--- src/rtl/program_loader.sv ---
// program_loader: boot loader streaming words into instruction memory then big-endian bytes into data memory.
// Optional LOADER_CHECKSUM_EN adds a mod-2^32 checksum output of every accepted word.
module program_loader #(
  parameter int unsigned IMEM_DEPTH = 256,
  parameter int unsigned DMEM_BYTES = 1024
) (
  input  logic        clk,
  input  logic        rst,
  input  logic        start,
  input  logic [8:0]  instr_count,
  input  logic [8:0]  data_count,
  input  logic        src_valid,
  input  logic [31:0] src_word,
  output logic        src_ready,
  output logic [31:0] instruction_store,
  output logic [7:0]  instr_addr,
  output logic        instruction_load,
  output logic [7:0]  data_store,
  output logic [9:0]  data_addr,
  output logic        data_load,
  output logic        ready,
  output logic        load_error
`ifdef LOADER_CHECKSUM_EN
  ,
  output logic [31:0] checksum
`endif
);
  typedef enum logic [2:0] {IDLE, INSTR, DATA, DONE, ERR} state_t;
  state_t      state;
  logic [8:0]  icnt, dcnt, widx, dw;
  logic [9:0]  daddr;
  logic [31:0] word_buf;
  logic [2:0]  pend;
  logic        hs, too_big;
  // once the final data word is buffered, no further words are taken
  always_comb begin
    src_ready = state == INSTR || (state == DATA && pend <= 3'd1 && dw != dcnt);
    hs = src_valid & src_ready;
    too_big = 32'(instr_count) > IMEM_DEPTH || 32'({data_count, 2'b00}) > DMEM_BYTES;
  end
  always_ff @(posedge clk) begin
    if (rst) begin
      state <= IDLE;
      icnt <= '0;
      dcnt <= '0;
      widx <= '0;
      dw <= '0;
      daddr <= '0;
      word_buf <= '0;
      pend <= '0;
      instruction_store <= '0;
      instr_addr <= '0;
      instruction_load <= 1'b0;
      data_store <= '0;
      data_addr <= '0;
      data_load <= 1'b0;
      ready <= 1'b0;
      load_error <= 1'b0;
    end else begin
      instruction_load <= 1'b0;
      data_load <= 1'b0;
      case (state)
        IDLE: if (start) begin
          icnt <= instr_count;
          dcnt <= data_count;
          widx <= '0;
          dw <= '0;
          daddr <= '0;
          pend <= '0;
          load_error <= too_big;
          state <= too_big ? ERR : instr_count != 0 ? INSTR : data_count != 0 ? DATA : DONE;
        end
        INSTR: if (hs) begin
          instruction_store <= src_word;
          instr_addr <= widx[7:0];
          instruction_load <= 1'b1;
          widx <= widx + 9'd1;
          if (widx + 9'd1 == icnt) state <= dcnt != 0 ? DATA : DONE;
        end
        DATA: begin
          if (pend != 0) begin
            data_store <= word_buf[31:24];
            data_addr <= daddr;
            data_load <= 1'b1;
            daddr <= daddr + 10'd1;
            word_buf <= word_buf << 8;
            pend <= pend - 3'd1;
          end
          // a word taken on the last-byte edge refills the buffer with no gap
          if (hs) begin
            word_buf <= src_word;
            pend <= 3'd4;
            dw <= dw + 9'd1;
          end else if (pend == 3'd1 && dw == dcnt) state <= DONE;
        end
        DONE: ready <= 1'b1;
        ERR: load_error <= 1'b1;
        default: state <= IDLE;
      endcase
    end
  end
`ifdef LOADER_CHECKSUM_EN
  always_ff @(posedge clk) begin
    if (rst || (state == IDLE && start)) checksum <= '0;
    else if (hs) checksum <= checksum + src_word;
  end
`endif
endmodule

--- config.mk ---
export PLATFORM = sky130hd
export DESIGN_NAME = program_loader
export DESIGN_NICKNAME = d
export VERILOG_FILES = /design/src/rtl/program_loader.sv
export SDC_FILE = /design/constraint.sdc
export NUM_CORES = 1
export LEC_CHECK = 0
export ABC_AREA = 1
export ABC_CLOCK_PERIOD_IN_PS = 3700
export BUFFER_PORTS_ARGS = -buffer_cell sky130_fd_sc_hd__buf_2
export CORE_ASPECT_RATIO = 1.4
export CORE_UTILIZATION = 40
export DETAILED_ROUTE_END_ITERATION = 12
export GPL_ROUTABILITY_DRIVEN = 0
export GPL_TIMING_DRIVEN = 0
export HOLD_SLACK_MARGIN = 0.03
export SLEW_MARGIN = 10
export SYNTH_ARGS = -nofsm -noshare
export SYNTH_HDL_FRONTEND = slang
export SYNTH_SLANG_ARGS = --single-unit
--- constraint.sdc ---
create_clock -name clk -period 3.7 [get_ports clk]
set_input_delay 0.37 -clock clk [delete_from_list [all_inputs] [get_ports clk]]
set_output_delay 0.37 -clock clk [all_outputs]
set_load 0.02 [all_outputs]
After elaboration in Yosys (flattened, before gate mapping)

Index checks and enable logic that the tools add are counted.

Flip-flop bits (word level): 146
Bits of input ports: 54
Output and inout port bits: 63

Add/sub/neg operators: 4
Magnitude comparators: 3
Equality and inequality tests: 16
Multiplexer cells: 28
Bitwise gates (word level): 4
Reductions and logical operators: 27

Operators with widths:

| cell                    | count |
|---|---|
| $mux W32                | 2 |
| $pmux W9 S2             | 2 |
| $mux W3                 | 9 |
| $mux W9                 | 3 |
| $reduce_bool A9 Y1      | 3 |
| $mux W10                | 2 |
| $pmux W10 S2            | 1 |
| $add A9 B1 Y9 const B   | 2 |
| $eq A9 B9 Y1            | 2 |
| $pmux W3 S4             | 1 |
| $reduce_and A3 Y1       | 4 |
| $gt A11 B11 Y1 const B  | 1 |
| $add A10 B1 Y10 const B | 1 |
| $reduce_and A2 Y1       | 5 |
| $gt A9 B9 Y1 const B    | 1 |
| $ne A9 B9 Y1            | 1 |
| $ne A2 B2 Y1 const B    | 4 |
| $reduce_bool A2 Y1      | 4 |
| $eq A3 B1 Y1 const B    | 2 |
| $eq A3 B2 Y1 const B    | 2 |
| $ne A2 B1 Y1 const B    | 3 |
| $pmux W3 S2             | 1 |
| $reduce_and A6 Y1       | 1 |
| $reduce_or A2 Y1        | 3 |
| 13 further kinds        | 22 |

Logic depth before layout (Yosys ltp)

Gate-level depths: netlist of run 1.

Depth in word-level cells: 7
Gate-level depth with buffers: 15

Worst setup path after synthesis of run 1

No wires, ideal clock.

Path kind: reg-to-reg
Start point: register state[2]
End point: register word_buf[26]
Library setup time: 0.116 ns
Arrival time: 1.604 ns
Slack: 1.980 ns
Cell stages (with the launch flop): 15
Path buffers: 2
Clock period less this slack: 1.720 ns
Path through: dfxtp_1 inv_1 nand2_2 nor2_8 inv_4 a21oi_2 nand2_2 nand2_2 nand2_2 buf_6 buf_6 nand2_1 o21ai_0 nor2_1 nor2_1

Word-level cells in the longest chain between the ends: 7
Elaborated cells on any way between the ends: 9
Classes of those cells: eq/ne: 2; mux: 1; bitwise: 1; reduce/logical: 5

RTL lines:

| item                                | RTL line | text |
|---|---|---|
| from (decl)                         | 29       | `state_t state;` |
| from (signal assigned)              | 71       | `state <= too_big ? ERR : instr_count != 0 ? INSTR : data_count != 0 ? DATA : DONE;` |
| from (signal assigned)              | 78       | `if (widx + 9'd1 == icnt) state <= dcnt != 0 ? DATA : DONE;` |
| $eq A3 B2 Y1                        | 37       | `src_ready = state == INSTR \|\| (state == DATA && pend <= 3'd1 && dw != dcnt);` |
| $logic_and A1 B1 Y1 (2 in series)   | 37       |  |
| $logic_or A1 B1 Y1 (*)              | 37       |  |
| net src_ready                       | 14       | `output logic src_ready,` |
| $and A1 B1 Y1 (*)                   | 38       | `hs = src_valid & src_ready;` |
| $reduce_bool A2 Y1 (no source line) | n/a      |  |
| $reduce_and A2 Y1 (no source line)  | n/a      |  |
| to (signal assigned)                | 86       | `word_buf <= word_buf << 8;` |
| to (signal assigned)                | 91       | `word_buf <= src_word;` |
| to (decl)                           | 32       | `logic [31:0] word_buf;` |

Mark *: on every way through the listed nets, which the timed path passes. The rest lies on a longest branch.
A chain may end at the register's enable or synchronous reset.

Worst setup path in the final report of run 1

Start point: register dw[2]
End point: register word_buf[14]

Word-level cells in the longest chain between the ends: 6
Elaborated cells on any way between the ends: 7
Classes of those cells: eq/ne: 1; mux: 1; bitwise: 1; reduce/logical: 4

RTL lines:

| item                                | RTL line | text |
|---|---|---|
| from (decl)                         | 30       | `logic [8:0] icnt, dcnt, widx, dw;` |
| from (signal assigned)              | 93       | `dw <= dw + 9'd1;` |
| $ne A9 B9 Y1 (*)                    | 37       |  |
| $logic_and A1 B1 Y1 (*)             | 37       |  |
| $logic_or A1 B1 Y1 (*)              | 37       |  |
| $and A1 B1 Y1 (*)                   | 38       |  |
| $reduce_bool A2 Y1 (no source line) | n/a      |  |
| $reduce_and A2 Y1 (no source line)  | n/a      |  |

Every way passes the cells marked *; elsewhere a longest branch is shown, timed or not.

==> impl_metrics.csv, run 1 <==
group,metric,value,unit
outcome,status,"completed",
placement,dpl.hpwl,13400,um
global_route,grt-ovfl-total,0,
clock_tree,clock-sinks,146,
worst_setup_path,worstPathMaxFanout,10,
synthesis,async_flop_share,0,%
global_route,antenna_found_initial,0,
layout,drive_gt1_share,17.8,%
layout,n_antenna_cell,0,
clock_tree,post_cts_buffers,0,
worst_setup_path,start_kind,"register",
sta,finalClockSkew,0.0111,ns
synthesis,syn-num-nets,939,
clock_tree,h-tree-depth,4,
synthesis,yosysWarnings,0,
pwr,ir_drop,0.354,mV
worst_setup_path,critPathRequiredTime,4.02,ns
layout,nets,1073,
sta,setup_viol,0,
worst_setup_path,r2r_start,"dw[2]",
job,drv_cap,0,
synthesis,ys_types,34,
routing,via_per_inst,4.91,
pwr,switching_share,35.2,%
worst_setup_path,worstSetupPathDepth,12,
routing,post_drt_wl_per_cell,14.7,um
global_route,grt_max_degree,17,
sta,tightest_slew,0.637,ns
pwr,switchingPower,0.00177,W
placement,pre_cts_ws,1.53,ns
synthesis,synth_ff_type,"dfxtp_1",
floorplan,rows,54,
routing,drc_errors,0,
worst_setup_path,r2r-end,"word_buf[14]",
worst_setup_path,crit_type,"register to register",
clock_tree,hold_buffers,0,
clock_tree,cts_buffer_depth,2,
layout,fin_util,49.6,%
routing,dr.pass1.iters,5,
floorplan,dieWidth,108,um
pwr,p_seq_share,39.0,%
pwr,pwr_density_cell,652,mW/mm^2
global_route,grt_first_pass_wirelength,28700,um
floorplan,start_util,40.6,%
worst_setup_path,worstSetupEndpointType,"register",
sta,period_needed,2.21,ns
sta,timing.final.ws_setup,1.49,ns
sta,max_freq,0.453,GHz
pwr,finalPower,0.00502,W
layout,multi_input_area,0.00286,sq mm
clock_tree,cts-root-buf,"clkbuf_16",
worst_hold_path,hold_class,"primary input to register",
sta,hold_ws,0.186,ns
synthesis,netlist_instances,879,
worst_setup_path,arrival,2.53,ns
global_route,grt_use_total,23.3,%
clock_tree,clk_pin_slew,0.07,ns
layout,num-fill-cells,1664,
routing,ant_nets,0,
worst_setup_path,rrSetupSlack,1.49,ns
worst_hold_path,hold_depth,3,
sta,drv_slew,0,
synthesis,ys_ff_latch,146,
sta,maxSlewHeadroom,57.5,%
floorplan,core-area,0.0155,sq mm
clock_tree,tritoncts,"done",
routing,drt_iter0_markers,255,
sta,tns,0,ns
worst_setup_path,crit_end,"word_buf[14]",
layout,seq_area,0.00292,sq mm
synthesis,syn_area,0.00631,sq mm
worst_setup_path,cp_cell_sequence,"inv_1, nand2_1, nand4_1, nor2_1, nand2_1, nand2_2, nand2_2, nand2_2, clkbuf_1, o21ai_0, nor2_1, nor2_1",
worst_setup_path,crit_slowest_cell,"dfxtp_1",
floorplan,io_pins,117,
worst_setup_path,cpPeakStageDelay,0.43,ns
synthesis,avgSynthCellArea,7.18,sq um
routing,wl,17900,um
placement,placement.io_buffers,115,
routing,route.vias.total,5995,
clock_tree,cts-resized-gates,0,
pwr,p_int,0.00325,W
layout,synthToLayoutAreaGrowth,22.0,%
floorplan,die_h,151,um
sta,period_share,59.7,%
synthesis,ys_seq_area_share,46.3,%
clock_tree,cts_made_buffers,17,
pwr,p_comb_share,27.5,%
pwr,p_leak,3.49,nW
pwr,pwr-share-clk,33.5,%
worst_setup_path,crit_buf_inv,2,
worst_setup_path,cp_top_family,"simple AND/OR/NAND/NOR gates",
global_route,grt_pass1_vias,5812,
sta,hold_viol,0,
worst_setup_path,rr_worst_depth,12,
sta,rsz0062_at_grt,"false",
synthesis,synth_edf_count,0,
worst_setup_path,startpoint,"dw[2]",
floorplan,die_area,0.0163,sq mm
clock_tree,clk_latency,0.43,ns
==> logic make-up (layout without fill, tap and decap cells) <==
family	Yosys count	in the layout	share of synthesized area (%)
XOR/XNOR	13	13	2.02
AND/OR/NAND/NOR	349	349	22.8
flip-flops	146	146	46.3
adder cells (fa/ha/maj)	6	6	1.19
buffers and inverters	126	271	8.42
AO/OA/AOI/OAI	239	239	19.3
==> cell usage in the layout, fill, tap and decap left out, types with 3 or more instances in the layout <==
master	netlist	layout
a21oi_1	108	108
buf_1	3	3
buf_2	6	121
buf_4	3	3
buf_6	5	5
clkbuf_1	24	25
clkbuf_16	0	17
clkinv_4	0	3
clkinvlp_4	0	3
dfxtp_1	146	146
ha_1	6	6
inv_1	78	78
inv_2	5	5
nand2_1	171	171
nand2_2	8	8
nand3_1	22	22
nand4_1	6	6
nor2_1	121	121
nor2_2	3	3
nor3_1	9	9
o21ai_0	116	116
o21ai_1	10	10
xnor2_1	7	7
xor2_1	5	5
==> registers in the layout, summed over array words and instances (netlist names), 3 cells and up <==
signal             count
instruction_store     32
word_buf              32
daddr                 10
data_addr             10
dcnt                   9
dw                     9
icnt                   9
widx                   9
data_store             8
instr_addr             8
pend                   3
state                  3
==> worst register-to-register path, cell delays in order (launching register included) <==
cell,delay (ns)
dfxtp_1,0.43
inv_1,0.14
nand2_1,0.08
nand4_1,0.07
nor2_1,0.11
nand2_1,0.13
nand2_2,0.13
nand2_2,0.08
nand2_2,0.10
clkbuf_1,0.37
o21ai_0,0.23
nor2_1,0.17
nor2_1,0.06
==> layout make-up <==
| class | count | area share (%) |
|---|---|---|
| multi-input cells | 607 | 37.1 |
| plain buffers | 41 | 2.73 |
| inverters | 85 | 4.18 |
| repair buffers | 115 | 7.47 |
| clock inverters | 12 | 1.77 |
| well taps | 196 | 3.18 |
| flip-flops and latches | 146 | 38.0 |
| clock buffers | 18 | 5.57 |
==> through the flow <==
step                      cells  instance area [sq um]
final                      1220                   7700
after global placement     1190                   7140
after CTS                  1220                   7700
after global routing       1220                   7700
after detailed placement   1190                   7140
after floorplan             879                   6310
==> layer usage <==
metal  vias to the layer above  global-route usage [%]  wire, um
li1                       3111                       -         -
met1                      2775                    26.7      7710
met2                        89                    42.3      9330
met4                         0                    7.88       281
met3                        20                    4.81       553
met5                         -                       0         0
==> worst min path at each step <==
stage                 start                    end  slack (ns)
5_1_grt        src_word[21]  instruction_store[21]        0.19
2_1_floorplan      daddr[7]               daddr[8]        0.43
4_1_cts         src_word[1]   instruction_store[1]        0.18
3_3_place_gp          ready                  ready        0.44
6_report        src_word[1]   instruction_store[1]        0.19
3_5_place_dp          ready                  ready        0.44
==> power groups by stage <==
stage               sequential (W)  clock [W]  combinational, W
floorplan                  0.00210          0          0.000831
global placement           0.00199          0           0.00138
detailed placement         0.00199          0           0.00139
CTS                        0.00196    0.00170           0.00140
global route               0.00199    0.00177           0.00156
finish                     0.00196    0.00168           0.00138
==> Yosys cell counts (3+ instances only) <==
| master | n | area (sq um) |
|---|---|---|
| nand2_1 | 171 | 642 |
| dfxtp_1 | 146 | 2920 |
| nor2_1 | 121 | 454 |
| o21ai_0 | 116 | 581 |
| a21oi_1 | 108 | 541 |
| inv_1 | 78 | 293 |
| clkbuf_1 | 24 | 90.1 |
| nand3_1 | 22 | 110 |
| o21ai_1 | 10 | 50.1 |
| nor3_1 | 9 | 45.0 |
| nand2_2 | 8 | 50.1 |
| xnor2_1 | 7 | 61.3 |
| buf_2 | 6 | 30.0 |
| ha_1 | 6 | 75.1 |
| nand4_1 | 6 | 37.5 |
| buf_6 | 5 | 56.3 |
| inv_2 | 5 | 18.8 |
| xor2_1 | 5 | 43.8 |
| buf_1 | 3 | 11.3 |
| buf_4 | 3 | 22.5 |
| nor2_2 | 3 | 18.8 |
(Power assumes the default switching activity.)
==> inputs of run 2 (changes only) <==
--- a/config.mk
+++ b/config.mk
@@ -6,7 +6,7 @@
 export NUM_CORES = 1
 export LEC_CHECK = 0
 export ABC_AREA = 1
-export ABC_CLOCK_PERIOD_IN_PS = 3700
+export ABC_CLOCK_PERIOD_IN_PS = 2100
 export BUFFER_PORTS_ARGS = -buffer_cell sky130_fd_sc_hd__buf_2
 export CORE_ASPECT_RATIO = 1.4
 export CORE_UTILIZATION = 40
==> constraint.sdc (replaced) <==
create_clock -name clk -period 2.1 [get_ports clk]
set_input_delay 0.21 -clock clk [delete_from_list [all_inputs] [get_ports clk]]
set_output_delay 0.21 -clock clk [all_outputs]
set_load 0.02 [all_outputs]
==> run 2 against run 1 <==
Compared with the run above: sequential power up 76%; global-route usage up 0.064 points; register-to-register slack worse by 1.3 ns; clock power up 76%; critical path depth unchanged; clock-buffer cell count unchanged; cell area up 1.6%; non-clock buffer count up 9; cell count up 0.74%; combinational power up 82%; total power up 78%; sequential share of layout area down 0.49 points; critical path type unchanged; largest power group unchanged; highest routed layer unchanged.
==> impl_metrics.csv, run 2 (synthesis gave the netlist of run 1 again) <==
group,metric,value,unit
outcome,status,"completed",
clock_tree,cts_buffer_depth,2,
placement,place_inst,1190,
clock_tree,clk_pin_slew,0.06,ns
layout,drive_gt1_share,19.6,%
global_route,antenna_found_initial,0,
worst_setup_path,arrival,2.32,ns
worst_setup_path,r2r-end,"word_buf[14]",
sta,setup_viol,0,
floorplan,start_util,40.6,%
routing,via_per_inst,4.90,
sta,rsz0062_at_grt,"true",
routing,route.vias.total,6025,
routing,post_drt_wl_per_cell,14.7,um
layout,synthToLayoutAreaGrowth,23.9,%
routing,dr.pass1.iters,4,
placement,pre_cts_ws,-0.0728,ns
clock_tree,h-tree-depth,4,
floorplan,dieWidth,108,um
worst_hold_path,hold_depth,3,
clock_tree,clk_latency,0.43,ns
sta,timing.final.ws_setup,0.153,ns
clock_tree,cts_made_buffers,17,
worst_setup_path,start_kind,"register",
pwr,ir_drop,0.629,mV
worst_hold_path,hold_class,"primary input to register",
sta,drv_slew,0,
layout,final_common_cell,"nand2_1",
layout,final_cell_mix,"169 x nand2_1, 140 x dfxtp_1, 121 x buf_2, 120 x nor2_1, 116 x o21ai_0",
global_route,grt_pass1_vias,5829,
routing,drc_errors,0,
routing,ant_nets,0,
global_route,grt_use_total,23.3,%
worst_hold_path,hold_end,"instruction_store[17]",
layout,n_antenna_cell,0,
routing,drt_iter0_markers,250,
sta,finalClockSkew,0.00865,ns
layout,fin_util,50.3,%
pwr,p_leak,3.54,nW
sta,maxSlewHeadroom,58.4,%
worst_setup_path,rrSetupSlack,0.15,ns
sta,hold_viol,0,
sta,tightest_slew,0.625,ns
placement,placement.io_buffers,115,
clock_tree,clock-sinks,146,
layout,num-fill-cells,1649,
floorplan,die_h,151,um
floorplan,io_pins,117,
floorplan,rows,54,
global_route,grt_max_degree,17,
placement,dpl.hpwl,13400,um
global_route,grt_first_pass_wirelength,28800,um
sta,period_share,92.7,%
layout,final_cell_count_no_fill,1229,
clock_tree,cts-root-buf,"clkbuf_16",
layout,seq_area,0.00293,sq mm
layout,reg.largest.list,"instruction_store x32, word_buf x32",
floorplan,die_area,0.0163,sq mm
global_route,grt-ovfl-total,0,
worst_setup_path,rr_worst_depth,12,
job,drv_cap,0,
sta,period_needed,1.95,ns
sta,max_freq,0.514,GHz
floorplan,core-area,0.0155,sq mm
worst_hold_path,min_from,"src_word[17]",
worst_setup_path,critPathRequiredTime,2.47,ns
pwr,pwr_density_cell,1140,mW/mm^2
layout,nets,1082,
clock_tree,tritoncts,"done",
worst_setup_path,worstPathMaxFanout,10,
worst_setup_path,crit_type,"register to register",
worst_setup_path,worstSetupEndpointType,"register",
worst_setup_path,r2r_start,"state[2]",
routing,wl,18000,um
layout,multi_input_area,0.00289,sq mm
-- run 2: cell types whose count changed in the layout (fill, tap and decap cells not counted), moves of 3 or more --
cell           change
dfxtp_2            +6
clkbuf_2           +3
dfxtp_1            -6
buf_4              +5
dlygate4sd3_1      +4
clkbuf_1           -3
-- run 2: worst max-delay path, stage by stage (launching register included) --
cell      delay (ns)
dfxtp_1         0.32
inv_1           0.10
nand2_2         0.10
nor2_8          0.14
inv_4           0.09
a21oi_2         0.12
nand2_2         0.10
nand2_2         0.10
nand2_2         0.08
clkbuf_2        0.20
o21ai_0         0.33
nor2_1          0.11
nor2_1          0.10
-- run 2: how the worst max path moves through the flow --
stage             start      endpoint  slack [ns]  cells past startpoint
2_1_floorplan  state[2]  word_buf[26]        0.38                     14
3_3_place_gp      dw[2]  word_buf[14]       -0.09                     12
3_5_place_dp      dw[2]  word_buf[15]       -0.07                     12
4_1_cts           dw[2]  word_buf[25]       0.009                     12
5_1_grt           dw[2]       pend[1]       -0.01                     13
6_report       state[2]  word_buf[14]        0.15                     12
-- run 2: final cells by class --
class	instances	share of cell area [%]
Sequential cell	146	37.5
Multi-Input combinational cell	607	36.9
Timing Repair Buffer	124	8.35
Clock buffer	18	5.49
Inverter	85	4.16
Tap cell	196	3.13
Buffer	41	2.74
Clock inverter	12	1.74
-- run 2: report_power, final --
| group | leakage, nW | total, W | internal (W) | switching, W |
|---|---|---|---|---|
| registers | 1.19 | 0.00345 | 0.00321 | 0.000241 |
| clock network | 0.269 | 0.00296 | 0.00174 | 0.00122 |
| logic | 2.09 | 0.00251 | 0.000823 | 0.00169 |
| total | 3.54 | 0.00892 | 0.00578 | 0.00314 |
-- run 2: routing by layer --
layer	vias up	wire length [um]	track usage, %
li1	3131	-	-
met1	2775	7750	26.7
met2	95	9360	42.5
met3	24	602	4.72
met4	0	304	7.88
met5	-	0	0
-- run 2: through the flow --
stage | area (sq um) | total power (W) | hold slack (ns) | setup TNS, ns
floorplan | 6310 | 0.00517 | 0.345 | 0
global placement | 7140 | 0.00593 | 0.437 | -0.403
finish | 7820 | 0.00892 | 0.0341 | 0
global route | 7820 | 0.00944 | 0.0348 | -0.0313
detailed placement | 7140 | 0.00595 | 0.442 | -0.273
CTS | 7740 | 0.00892 | 0.0300 | 0
-- run 2: timing repair --
action,CTS,global route
resized for setup,1,19
endpoints found under the setup margin,7,61
hold buffers,4,0
hold endpoints to repair,4,0
pin swaps,0,2
buffers inserted,0,5
==> inputs of run 3 (changes only) <==
--- a/config.mk
+++ b/config.mk
@@ -8,7 +8,7 @@
 export ABC_AREA = 1
 export ABC_CLOCK_PERIOD_IN_PS = 2100
 export BUFFER_PORTS_ARGS = -buffer_cell sky130_fd_sc_hd__buf_2
-export CORE_ASPECT_RATIO = 1.4
+export CORE_ASPECT_RATIO = 0.6
 export CORE_UTILIZATION = 40
 export DETAILED_ROUTE_END_ITERATION = 12
 export GPL_ROUTABILITY_DRIVEN = 0
==> run 3 against run 2 <==
Compared with the run above: clock-buffer cell count is 1 lower; cell area increased by 1.2%; via count rose by 0.65%.
==> impl_metrics.csv, run 3 (synthesis gave the netlist of run 1 again) <==
group,metric,value,unit
sta,rsz0062_at_grt,"true",
sta,drv_slew,0,
floorplan,io_pins,117,
sta,period_share,96.6,%
layout,final_common_cell,"nand2_1",
sta,timing.final.ws_setup,0.0715,ns
sta,finalClockSkew,0.0118,ns
routing,drt_iter0_markers,484,
sta,tightest_slew,0.641,ns
worst_setup_path,worstPathMaxFanout,10,
placement,placement.io_buffers,115,
placement,dpl.hpwl,13200,um
clock_tree,tritoncts,"done",
floorplan,dieWidth,164,um
floorplan,die_h,99.3,um
placement,place_inst,1197,
clock_tree,cts_made_buffers,17,
sta,setup_viol,0,
clock_tree,cts-root-buf,"clkbuf_16",
layout,final_design_area_no_fill,0.00792,sq mm
floorplan,die_area,0.0163,sq mm
sta,maxSlewHeadroom,57.3,%
sta,hold_viol,0,
routing,dr.pass1.iters,5,
global_route,grt_first_pass_wirelength,28800,um
outcome,status,"completed",
routing,wl,17700,um
layout,nets,1081,
global_route,antenna_found_initial,1,
floorplan,start_util,41.1,%
routing,via_per_inst,4.90,
worst_setup_path,critPathRequiredTime,2.41,ns
layout,drive_gt1_share,20.3,%
clock_tree,clk_pin_slew,0.06,ns
worst_setup_path,start_kind,"register",
layout,synthToLayoutAreaGrowth,25.4,%
clock_tree,clk_latency,0.42,ns
layout,num-fill-cells,1525,
routing,ant_nets,0,
clock_tree,cts_buffer_depth,2,
pwr,finalPower,0.00933,W
sta,max_freq,0.493,GHz
floorplan,rows,35,
routing,route.vias.total,6064,
clock_tree,h-tree-depth,4,
layout,n_antenna_cell,0,
pwr,pwr_density_cell,1180,mW/mm^2
routing,post_drt_wl_per_cell,14.3,um
layout,reg.largest.list,"instruction_store x32, word_buf x32",
routing,drc_errors,0,
floorplan,core-area,0.0154,sq mm
sta,tns,0,ns
global_route,grt_pass1_vias,5573,
clock_tree,clock-sinks,146,
layout,final_cell_count_no_fill,1237,
global_route,grt_max_degree,17,
pwr,p_leak,3.59,nW
worst_setup_path,rr_worst_depth,13,
global_route,grt-ovfl-total,0,
global_route,grt_use_total,22.8,%
worst_hold_path,hold_class,"primary input to register",
worst_setup_path,worstSetupEndpointType,"register",
sta,period_needed,2.03,ns
placement,pre_cts_ws,0.0614,ns
pwr,ir_drop,0.509,mV
worst_setup_path,arrival,2.34,ns
worst_setup_path,crit_type,"register to register",
placement,postPlaceCellArea,0.00714,sq mm
worst_hold_path,hold_depth,3,
job,drv_cap,0,
layout,final_cell_mix,"167 x nand2_1, 139 x dfxtp_1, 121 x buf_2, 120 x nor2_1, 116 x o21ai_0",
## run 3: cell count changes in the layout (fill, tap and decap cells not counted), moves of 2 or more
cell,before,now
dlygate4sd3_1,4,1
inv_6,2,5
nand2_2,8,10
clkinvlp_4,4,2
bufinv_16,2,4
buf_4,8,10
nand2_1,169,167
## run 3: routing by layer
layer / part of all wire, % / vias to the layer above / GRT usage (%)
li1: - / 3131 / -
met1: 54 / 2759 / 35.4
met2: 39 / 155 / 31.0
met3: 6.1 / 17 / 5.42
met4: 0.75 / 2 / 5.27
met5: 0.073 / - / 0
## run 3: power breakdown
group	internal (W)	switching (W)	total [W]
combinational	0.000840	0.00169	0.00253
clock	0.00203	0.00131	0.00334
sequential	0.00321	0.000245	0.00346
## run 3: final timing paths
check | start | to | slack (ns)
worst min-delay path | src_word[3] | instruction_store[3] | 0.04
worst min register to register | ready | ready | 0.45
worst max-delay path | state[2] | word_buf[26] | 0.07
worst max register to register | state[2] | word_buf[26] | 0.07
## run 3: worst max-delay path, stage by stage (launching register included)
cell	delay, ns
dfxtp_1	0.32
inv_1	0.11
nand2_2	0.11
nor2_8	0.17
inv_4	0.09
a21oi_2	0.12
nand2_2	0.10
a21oi_4	0.18
nand2_2	0.13
nand2_4	0.13
inv_2	0.08
buf_6	0.14
nor2_1	0.17
nor2_1	0.07
## run 3: layout make-up
type	count	area, sq um	area share (%)
buffer	41	214	2.70
clock buffer	17	425	5.37
clock inverter	15	221	2.80
inverter	85	325	4.11
multi-input combinational	607	2910	36.7
sequential	146	2930	37.0
tap	203	254	3.21
timing repair buffer	123	638	8.06
## run 3: what timing repair did
item / CTS / global route
hold buffers: 1 / 0
endpoints found under the setup margin: 0 / 81
endpoints found under the hold margin: 1 / 0
gates resized for setup: 0 / 26
setup buffers: 0 / 7
## run 3: metrics by stage
stage / util [%] / hold WS [ns]
after floorplan: - / 0.345
after global placement: 46.5 / 0.440
after detailed placement: 46.5 / 0.438
after CTS: 50.8 / 0.0339
after global routing: 51.5 / 0.0400
final: 51.5 / 0.0408
